$ cat config.mk
export PLATFORM = sky130hd
export DESIGN_NAME = alarm_ctrl_flat
export DESIGN_NICKNAME = d
export VERILOG_FILES = /design/src/rtl/alarm_if.sv /design/src/rtl/alarm_ctrl.sv /design/src/flat_wrapper.sv
export SDC_FILE = /design/constraint.sdc
export NUM_CORES = 1
export LEC_CHECK = 0
export CORE_MARGIN = 2
export CORE_UTILIZATION = 58
export DETAILED_ROUTE_END_ITERATION = 8
export PLACE_DENSITY = 0.91
export SLEW_MARGIN = 20
export SYNTH_ARGS = -nofsm -noshare
export SYNTH_HDL_FRONTEND = slang
export SYNTH_SLANG_ARGS = --single-unit
$ cat constraint.sdc
create_clock -name clk_1hz -period 5.05 [get_ports clk_1hz]
set_input_delay 1.01 -clock clk_1hz [delete_from_list [all_inputs] [get_ports clk_1hz]]
set_output_delay 1.01 -clock clk_1hz [all_outputs]
set_load 0.02 [all_outputs]
$ cat src/rtl/alarm_if.sv
// Signal bundle between the alarm controller and its surroundings: user buttons,
// the running time, the timekeeper load port, the alarm state and the display source.
interface alarm_if;
  logic       btn_mode;
  logic       btn_inc;
  logic       btn_snooze;
  logic       btn_alarm_en;
  logic [5:0] cur_sec;
  logic [5:0] cur_min;
  logic [4:0] cur_hr;
  logic       load;
  logic [4:0] load_hr;
  logic [5:0] load_min;
  logic [4:0] alarm_hr;
  logic [5:0] alarm_min;
  logic       alarm_en;
  logic       ringing;
  logic [2:0] mode;
  logic [4:0] disp_hr;
  logic [5:0] disp_min;

  modport master (
    output btn_mode, btn_inc, btn_snooze, btn_alarm_en, cur_sec, cur_min, cur_hr,
    input  load, load_hr, load_min, alarm_hr, alarm_min, alarm_en, ringing, mode,
           disp_hr, disp_min
  );

  modport slave (
    input  btn_mode, btn_inc, btn_snooze, btn_alarm_en, cur_sec, cur_min, cur_hr,
    output load, load_hr, load_min, alarm_hr, alarm_min, alarm_en, ringing, mode,
           disp_hr, disp_min
  );
endinterface

$ cat src/rtl/alarm_ctrl.sv
// Alarm-clock mode controller: time/alarm set sequencing, timekeeper load pulse,
// alarm match with ring/snooze/auto-stop, and display source selection.
//
// state     | meaning
// RUN       | normal timekeeping, watching for an alarm match
// SET_T_HR  | editing hour of the time to load
// SET_T_MIN | editing minute of the time to load
// SET_A_HR  | editing alarm hour (first cycle carries the load pulse)
// SET_A_MIN | editing alarm minute
// RING      | alarm sounding, counting towards auto-stop
// SNOOZE    | silent, waiting for the snooze target minute
module alarm_ctrl #(
  parameter int RING_TIMEOUT = 60,
  parameter int SNOOZE_MIN   = 5
) (
  input logic    clk_1hz,
  input logic    reset,
  alarm_if.slave bus
);

  typedef enum logic [2:0] {
    RUN       = 3'd0,
    SET_T_HR  = 3'd1,
    SET_T_MIN = 3'd2,
    SET_A_HR  = 3'd3,
    SET_A_MIN = 3'd4,
    RING      = 3'd5,
    SNOOZE    = 3'd6
  } state_t;

  state_t     state_q, state_d;
  logic [4:0] edit_hr_q, edit_hr_d;
  logic [5:0] edit_min_q, edit_min_d;
  logic [4:0] alarm_hr_q, alarm_hr_d;
  logic [5:0] alarm_min_q, alarm_min_d;
  logic       alarm_en_q, alarm_en_d;
  logic       load_q, load_d;
  logic [4:0] load_hr_q, load_hr_d;
  logic [5:0] load_min_q, load_min_d;
  logic [4:0] snz_hr_q, snz_hr_d;
  logic [5:0] snz_min_q, snz_min_d;
  logic [7:0] ring_cnt_q, ring_cnt_d;

  logic       match, snz_hit;
  logic [6:0] snz_sum, snz_wrap;
  logic [4:0] snz_hr_calc;
  logic [5:0] snz_min_calc;

  always_ff @(posedge clk_1hz or posedge reset) begin
    if (reset) begin
      state_q     <= RUN;
      edit_hr_q   <= '0;
      edit_min_q  <= '0;
      alarm_hr_q  <= '0;
      alarm_min_q <= '0;
      alarm_en_q  <= 1'b0;
      load_q      <= 1'b0;
      load_hr_q   <= '0;
      load_min_q  <= '0;
      snz_hr_q    <= '0;
      snz_min_q   <= '0;
      ring_cnt_q  <= '0;
    end else begin
      state_q     <= state_d;
      edit_hr_q   <= edit_hr_d;
      edit_min_q  <= edit_min_d;
      alarm_hr_q  <= alarm_hr_d;
      alarm_min_q <= alarm_min_d;
      alarm_en_q  <= alarm_en_d;
      load_q      <= load_d;
      load_hr_q   <= load_hr_d;
      load_min_q  <= load_min_d;
      snz_hr_q    <= snz_hr_d;
      snz_min_q   <= snz_min_d;
      ring_cnt_q  <= ring_cnt_d;
    end
  end

  always_comb begin
    match   = alarm_en_q && (bus.cur_hr == alarm_hr_q) && (bus.cur_min == alarm_min_q)
              && (bus.cur_sec == 6'd0);
    snz_hit = (bus.cur_hr == snz_hr_q) && (bus.cur_min == snz_min_q) && (bus.cur_sec == 6'd0);

    // Snooze target minute may roll into the next hour, and 23h rolls to 0h.
    snz_sum  = {1'b0, bus.cur_min} + 7'(SNOOZE_MIN);
    snz_wrap = snz_sum - 7'd60;
    if (snz_sum >= 7'd60) begin
      snz_min_calc = snz_wrap[5:0];
      snz_hr_calc  = (bus.cur_hr == 5'd23) ? 5'd0 : bus.cur_hr + 5'd1;
    end else begin
      snz_min_calc = snz_sum[5:0];
      snz_hr_calc  = bus.cur_hr;
    end
  end

  always_comb begin
    state_d     = state_q;
    edit_hr_d   = edit_hr_q;
    edit_min_d  = edit_min_q;
    alarm_hr_d  = alarm_hr_q;
    alarm_min_d = alarm_min_q;
    alarm_en_d  = alarm_en_q;
    load_d      = 1'b0;
    load_hr_d   = load_hr_q;
    load_min_d  = load_min_q;
    snz_hr_d    = snz_hr_q;
    snz_min_d   = snz_min_q;
    ring_cnt_d  = ring_cnt_q;

    // alarm_en toggle outranks every other button and blocks them that cycle.
    if (bus.btn_alarm_en) begin
      alarm_en_d = ~alarm_en_q;
      if (alarm_en_q && (state_q == RING || state_q == SNOOZE)) state_d = RUN;
    end else begin
      unique case (state_q)
        RUN: begin
          if (match) begin
            state_d    = RING;
            ring_cnt_d = '0;
          end else if (bus.btn_mode) begin
            state_d    = SET_T_HR;
            edit_hr_d  = bus.cur_hr;
            edit_min_d = bus.cur_min;
          end
        end
        SET_T_HR: begin
          if (bus.btn_mode) state_d = SET_T_MIN;
          else if (bus.btn_inc) edit_hr_d = (edit_hr_q == 5'd23) ? 5'd0 : edit_hr_q + 5'd1;
        end
        SET_T_MIN: begin
          if (bus.btn_mode) begin
            state_d    = SET_A_HR;
            load_d     = 1'b1;
            load_hr_d  = edit_hr_q;
            load_min_d = edit_min_q;
          end else if (bus.btn_inc) begin
            edit_min_d = (edit_min_q == 6'd59) ? 6'd0 : edit_min_q + 6'd1;
          end
        end
        SET_A_HR: begin
          if (bus.btn_mode) state_d = SET_A_MIN;
          else if (bus.btn_inc) alarm_hr_d = (alarm_hr_q == 5'd23) ? 5'd0 : alarm_hr_q + 5'd1;
        end
        SET_A_MIN: begin
          if (bus.btn_mode) state_d = RUN;
          else if (bus.btn_inc) alarm_min_d = (alarm_min_q == 6'd59) ? 6'd0 : alarm_min_q + 6'd1;
        end
        RING: begin
          if (bus.btn_snooze) begin
            state_d   = SNOOZE;
            snz_hr_d  = snz_hr_calc;
            snz_min_d = snz_min_calc;
          end else if (ring_cnt_q == 8'(RING_TIMEOUT - 1)) begin
            state_d = RUN;
          end else begin
            ring_cnt_d = ring_cnt_q + 8'd1;
          end
        end
        SNOOZE: begin
          if (snz_hit) begin
            state_d    = RING;
            ring_cnt_d = '0;
          end
        end
        default: state_d = RUN;
      endcase
    end
  end

  assign bus.mode      = state_q;
  assign bus.ringing   = (state_q == RING);
  assign bus.alarm_hr  = alarm_hr_q;
  assign bus.alarm_min = alarm_min_q;
  assign bus.alarm_en  = alarm_en_q;
  assign bus.load      = load_q;
  assign bus.load_hr   = load_hr_q;
  assign bus.load_min  = load_min_q;

  always_comb begin
    unique case (state_q)
      SET_T_HR, SET_T_MIN: begin
        bus.disp_hr  = edit_hr_q;
        bus.disp_min = edit_min_q;
      end
      SET_A_HR, SET_A_MIN: begin
        bus.disp_hr  = alarm_hr_q;
        bus.disp_min = alarm_min_q;
      end
      default: begin
        bus.disp_hr  = bus.cur_hr;
        bus.disp_min = bus.cur_min;
      end
    endcase
  end

endmodule

$ cat src/flat_wrapper.sv
// flat-port wrapper written by rule: the top's interface ports become plain ports
module alarm_ctrl_flat 
#(
  parameter int RING_TIMEOUT = 60,
  parameter int SNOOZE_MIN   = 5
)
  (clk_1hz, reset, bus_btn_mode, bus_btn_inc, bus_btn_snooze, bus_btn_alarm_en, bus_cur_sec, bus_cur_min, bus_cur_hr, bus_load, bus_load_hr, bus_load_min, bus_alarm_hr, bus_alarm_min, bus_alarm_en, bus_ringing, bus_mode, bus_disp_hr, bus_disp_min);
  alarm_if bus_i ();
  input logic clk_1hz;
  input logic reset;
  input wire logic [$bits(bus_i.btn_mode)-1:0] bus_btn_mode;
  input wire logic [$bits(bus_i.btn_inc)-1:0] bus_btn_inc;
  input wire logic [$bits(bus_i.btn_snooze)-1:0] bus_btn_snooze;
  input wire logic [$bits(bus_i.btn_alarm_en)-1:0] bus_btn_alarm_en;
  input wire logic [$bits(bus_i.cur_sec)-1:0] bus_cur_sec;
  input wire logic [$bits(bus_i.cur_min)-1:0] bus_cur_min;
  input wire logic [$bits(bus_i.cur_hr)-1:0] bus_cur_hr;
  output wire logic [$bits(bus_i.load)-1:0] bus_load;
  output wire logic [$bits(bus_i.load_hr)-1:0] bus_load_hr;
  output wire logic [$bits(bus_i.load_min)-1:0] bus_load_min;
  output wire logic [$bits(bus_i.alarm_hr)-1:0] bus_alarm_hr;
  output wire logic [$bits(bus_i.alarm_min)-1:0] bus_alarm_min;
  output wire logic [$bits(bus_i.alarm_en)-1:0] bus_alarm_en;
  output wire logic [$bits(bus_i.ringing)-1:0] bus_ringing;
  output wire logic [$bits(bus_i.mode)-1:0] bus_mode;
  output wire logic [$bits(bus_i.disp_hr)-1:0] bus_disp_hr;
  output wire logic [$bits(bus_i.disp_min)-1:0] bus_disp_min;
  assign bus_i.btn_mode = bus_btn_mode;
  assign bus_i.btn_inc = bus_btn_inc;
  assign bus_i.btn_snooze = bus_btn_snooze;
  assign bus_i.btn_alarm_en = bus_btn_alarm_en;
  assign bus_i.cur_sec = bus_cur_sec;
  assign bus_i.cur_min = bus_cur_min;
  assign bus_i.cur_hr = bus_cur_hr;
  assign bus_load = bus_i.load;
  assign bus_load_hr = bus_i.load_hr;
  assign bus_load_min = bus_i.load_min;
  assign bus_alarm_hr = bus_i.alarm_hr;
  assign bus_alarm_min = bus_i.alarm_min;
  assign bus_alarm_en = bus_i.alarm_en;
  assign bus_ringing = bus_i.ringing;
  assign bus_mode = bus_i.mode;
  assign bus_disp_hr = bus_i.disp_hr;
  assign bus_disp_min = bus_i.disp_min;
  alarm_ctrl #(.RING_TIMEOUT(RING_TIMEOUT), .SNOOZE_MIN(SNOOZE_MIN)) u_core (.clk_1hz(clk_1hz), .reset(reset), .bus(bus_i));
endmodule
; After elaboration in Yosys (flattened, before gate mapping)
; Index checks and enable logic that the tools add are counted.
[totals]
regBits = 57
rom_bits = 0
output_inout_bits = 39
latchBits = 0
inputBits = 23
mem_bits_rw = 0
memories = 0
[op_classes]
n_shift = 0
n_eq_ne = 34
div = 0
mul = 0
addsub = 8
bitwise_logic = 3
reduce_logical = 22
n_mux = 39
n_lt_le_gt_ge = 1
[op_table]
columns = operator, count
row1 = $mux W6, 7
row2 = $mux W5, 8
row3 = $mux W3, 11
row4 = $mux W8, 4
row5 = $pmux W6 S2, 2
row6 = $pmux W8 S3, 1
row7 = $pmux W3 S7, 1
row8 = $pmux W5 S2, 2
row9 = $reduce_and A6 Y1, 3
row10 = $ne A2 B2 Y1 const B, 8
row11 = $add A5 B1 Y5 const B, 3
row12 = $eq A5 B5 Y1 const B, 3
row13 = $add A6 B1 Y6 const B, 2
row14 = $eq A6 B6 Y1, 2
row15 = $eq A6 B6 Y1 const B, 2
row16 = $ne A3 B3 Y1 const B, 4
row17 = $eq A5 B5 Y1, 2
row18 = $eq A3 B3 Y1 const B, 3
row19 = $add A8 B1 Y8 const B, 1
row20 = $eq A8 B6 Y1 const B, 1
row21 = $ne A4 B3 Y1 const B, 2
row22 = $reduce_and A4 Y1, 2
row23 = $reduce_and A8 Y1, 1
row24 = $add A6 B3 Y7 const B, 1
row25 = 16 further kinds, 31

; Longest topological paths before layout
[depth]
ltp_word = 7
depth_mapped = 9
mapped_depth_nobuf = 7

; Worst setup path before layout
; OpenSTA, ideal clock, no wires.
[synth_path]
path_type = register to output
from = reg u_core.state_q[1] (netlist: u_core.bus.mode[1])
to = out bus_disp_hr[4]
stages_incl_launch_ff = 7
path_buffers = 3
slack_ns = 2.135
arrival_time_ns = 1.905
required_time_ns = 4.040
path_cell_list = dfrtp_1 -> buf_2 -> or2_2 -> clkbuf_1 -> buf_1 -> mux2i_1 -> o21ai_0
[synth_via]
elab_chain_cells = 3
elab_cells_between_ends = 7
[synth_lines]
columns = element, line_no
row1 = "start, declared", alarm_ctrl.sv:31  ; state_t state_q, state_d;
row2 = "start signal, assigned", alarm_ctrl.sv:64  ; state_q <= state_d;
row3 = $eq A3 B2 Y1 (tied with other cells), alarm_ctrl.sv:180  ; unique case (state_q)
row4 = $reduce_or A2 Y1, alarm_ctrl.sv:180
row5 = $pmux W5 S2 *, alarm_ctrl.sv:180
row6 = "end, declared", flat_wrapper.sv:26  ; output wire logic [$bits(bus_i.disp_hr)-1:0] bus_disp_hr;
; Every way passes the cells marked *; elsewhere a longest branch is shown, timed or not.

; Worst setup path after layout
[layout_path]
from = reg u_core.state_q[0] (netlist: u_core.bus.mode[0])
to = out bus_disp_hr[3]
; The elaborated chain is that of the path after synthesis.

==> impl_metrics.ini <==
[floorplanning]
core-area_um2 = 6350
initial_core_util_pct = 59.92
num_io_pins = 62
fp.dieW_um = 85.00
die_area_um2 = 7224
rows = 29
die_h_um = 85.00

[global_route]
grt_pass1_vias = 3450
grt_usage_pct = 29.09
grt_pass1_wl_mm = 16.57
antenna_found_initial = 0
grt_max_degree = 58
grt_overflow_total = 0

[placement]
gp_congestion = 0.8875
port_buffers = 61
place_hpwl_mm = 6.989

[critical_path]
crit_type = register to output pin
crit_family = simple AND/OR/NAND/NOR gates
r2r_start = u_core.bus.mode[2]
crit_start = u_core.bus.mode[0]
crit_required_ps = 4040
end_kind = output pin
slowest_delay_ps = 660
slowest_stage = clkdlybuf4s50_1
path_buf_inv = 1
crit_chain = nor2b_1, nor2_1, o221ai_1, a21oi_1, clkdlybuf4s50_1
cp_data_arrival_time_ps = 2900
cp_max_fo = 13
startpoint_type = register

[power_and_ir_drop]
power_density_nw_per_um2 = 543.3
power_mw = 2.466
peakVddDrop_uv = 354.3
cellLeakagePower_nw = 1.928

[finish]
area_delta_synth_final_pct = 19.30
fin_util_pct = 71.49
diodes = 0
nFillCells = 476
drive_gt1_share_pct = 7.500
fin_nets = 509

[cts]
ctsHoldBuffers = 0
ctsHtreeMaxLevel = 3
cts_tree = yes
post-cts-setup-buffers = 0
clk_pin_slew_worst_paths_ps = 60
clk_path_buf_depth = 2
cts.repair.resized = 0
root_buffer = clkbuf_8
cts_sinks = 57
cts_buffers = 9
insertion_delay_ps = 350

[synth]
synth_enable_flop_cells = 0
synth_top_cells_by_area = dfrtp_1 37%, o21ai_0 7.5%, xor2_1 5.3%
async_flop_share_pct = 100.0
yosysWarningCount = 0
syn_nets = 470
synth_area_um2 = 3805
synth.avg_cell_area_um2 = 8.687
ys.flop_type = dfrtp_1
synth_top_area_cell = dfrtp_1
synthTopCellsByCount = 57 x dfrtp_1, 57 x o21ai_0, 47 x nand2_1
netlist_instances = 438
synth.yosys.seq_area_share_pct = 37.49
synth-seq-cells = 57
synthDistinctLibCells = 61
yosys.area.top_type_share_pct = 37.49

[timing]
fin_skew_ps = 8.793
rsz0062_at_grt = false
setup_violations = 0
setup_tns_ps = 0
fin_crit_ps = 3914
relSlewSlack_pct = 32.98
fin_crit_sh_pct = 77.50
drv_slew = 0
hold_viol_final = 0
max_freq_mhz = 255.5
worstMarginPinSlew_ps = 1003

[route]
drtAntennaViolNets = 0
drt_iter0_drc = 492
firstDrtPassIters = 7
routed_via_density = 6.456
vias = 3596
finalWirelength_mm = 10.03
wire_per_inst_um = 18.01
route.detailed.drc = 0

[run]
cap_violations = 0

[hold_path]
hold_class = register to register
hp-start = u_core.ring_cnt_q[7]

[status]
status = complete, no violations
area by class of cell:
type                            count  area, um^2  share of cell area, %
Clock buffer                       14       162.7                  3.583
Tap cell                           77       96.34                  2.122
Inverter                            9       33.78                 0.7442
Multi-Input combinational cell    338        2202                  48.51
Timing Repair Buffer               62       618.1                  13.62
Sequential cell                    57        1426                  31.42
where the power goes:
| group | switching, mW | internal (mW) | total, mW |
|---|---|---|---|
| registers | 0.200 | 0.597 | 0.798 |
| logic | 0.716 | 0.580 | 1.30 |
| clock network | 0.172 | 0.200 | 0.372 |
| total | 1.09 | 1.38 | 2.47 |
registers in the layout, indices dropped and copies added (netlist names):
| name | count |
|---|---|
| u_core.bus.alarm_en | 1 |
| u_core.bus.alarm_hr | 5 |
| u_core.bus.alarm_min | 6 |
| u_core.bus.load | 1 |
| u_core.bus.load_hr | 5 |
| u_core.bus.load_min | 6 |
| u_core.bus.mode | 3 |
| u_core.edit_hr_q | 5 |
| u_core.edit_min_q | 6 |
| u_core.ring_cnt_q | 8 |
| u_core.snz_hr_q | 5 |
| u_core.snz_min_q | 6 |
routing by layer:
metal	vias up	global-route usage [%]	wire, um
li1	1662	-	-
met4	0	13.42	227
met1	1689	37.81	3973
met2	218	46.38	4843
met5	-	0	0
met3	27	6.615	986
kinds of logic (layout without fill, tap and decap cells):
logic type | after synthesis | in the layout | synth area share (%)
adders and majority gates | 9 | 9 | 2.960
AOI/OAI and AO/OA | 127 | 127 | 20.91
DFF | 57 | 57 | 37.49
muxes | 22 | 22 | 6.215
and+or+nand+nor | 149 | 149 | 20.65
buffers and inverters | 43 | 85 | 4.636
xor gates and xnor gates | 31 | 31 | 7.136
layout by cell type, fill, tap and decap left out, types with 4 or more instances in the layout:
master | netlist | routed
nand2b_1 | 5 | 5
inv_1 | 9 | 8
or3_1 | 4 | 4
o21ai_0 | 57 | 57
dfrtp_1 | 57 | 57
ha_1 | 9 | 9
nor2b_1 | 5 | 5
xnor2_1 | 8 | 8
a21oi_1 | 18 | 18
mux2i_1 | 9 | 9
nand2_1 | 47 | 47
nand4_1 | 8 | 8
nor4_1 | 5 | 5
nor2_1 | 28 | 28
o31ai_1 | 4 | 4
nand3_1 | 12 | 12
and2_1 | 5 | 5
xor2_1 | 23 | 23
clkdlybuf4s50_1 | 0 | 61
o211ai_1 | 4 | 4
clkbuf_8 | 0 | 11
mux2_2 | 11 | 11
o22a_1 | 4 | 4
nor3_1 | 9 | 9
a22oi_1 | 5 | 5
a31oi_1 | 9 | 9
nor3b_1 | 5 | 5
worst paths after layout:
| check | endpoint | slack [ps] | cells past startpoint |
|---|---|---|---|
| hold reg to reg | u_core.ring_cnt_q[7] | 490 | 1 |
| min in group asynchronous | u_core.bus.load | 1170 | 3 |
| setup reg to reg | u_core.bus.load_min[5] | 2220 | 4 |
| max in group asynchronous | u_core.bus.alarm_hr[3] | 3370 | 3 |
| setup / recovery | bus_disp_hr[3] | 1140 | 5 |
| hold / removal | u_core.ring_cnt_q[7] | 490 | 1 |
stage by stage:
stage                     area (um^2)  instances  hold slack (ps)  setup WS (ps)
after floorplan                  3805        438            450.1           2135
after global placement           4377        543            470.3           1254
after detailed placement         4377        543            476.1           1107
after CTS                        4539        557            484.2           1231
after global routing             4539        557            513.0           1042
final                            4539        557            485.9           1136
(Power assumes the default switching activity.)
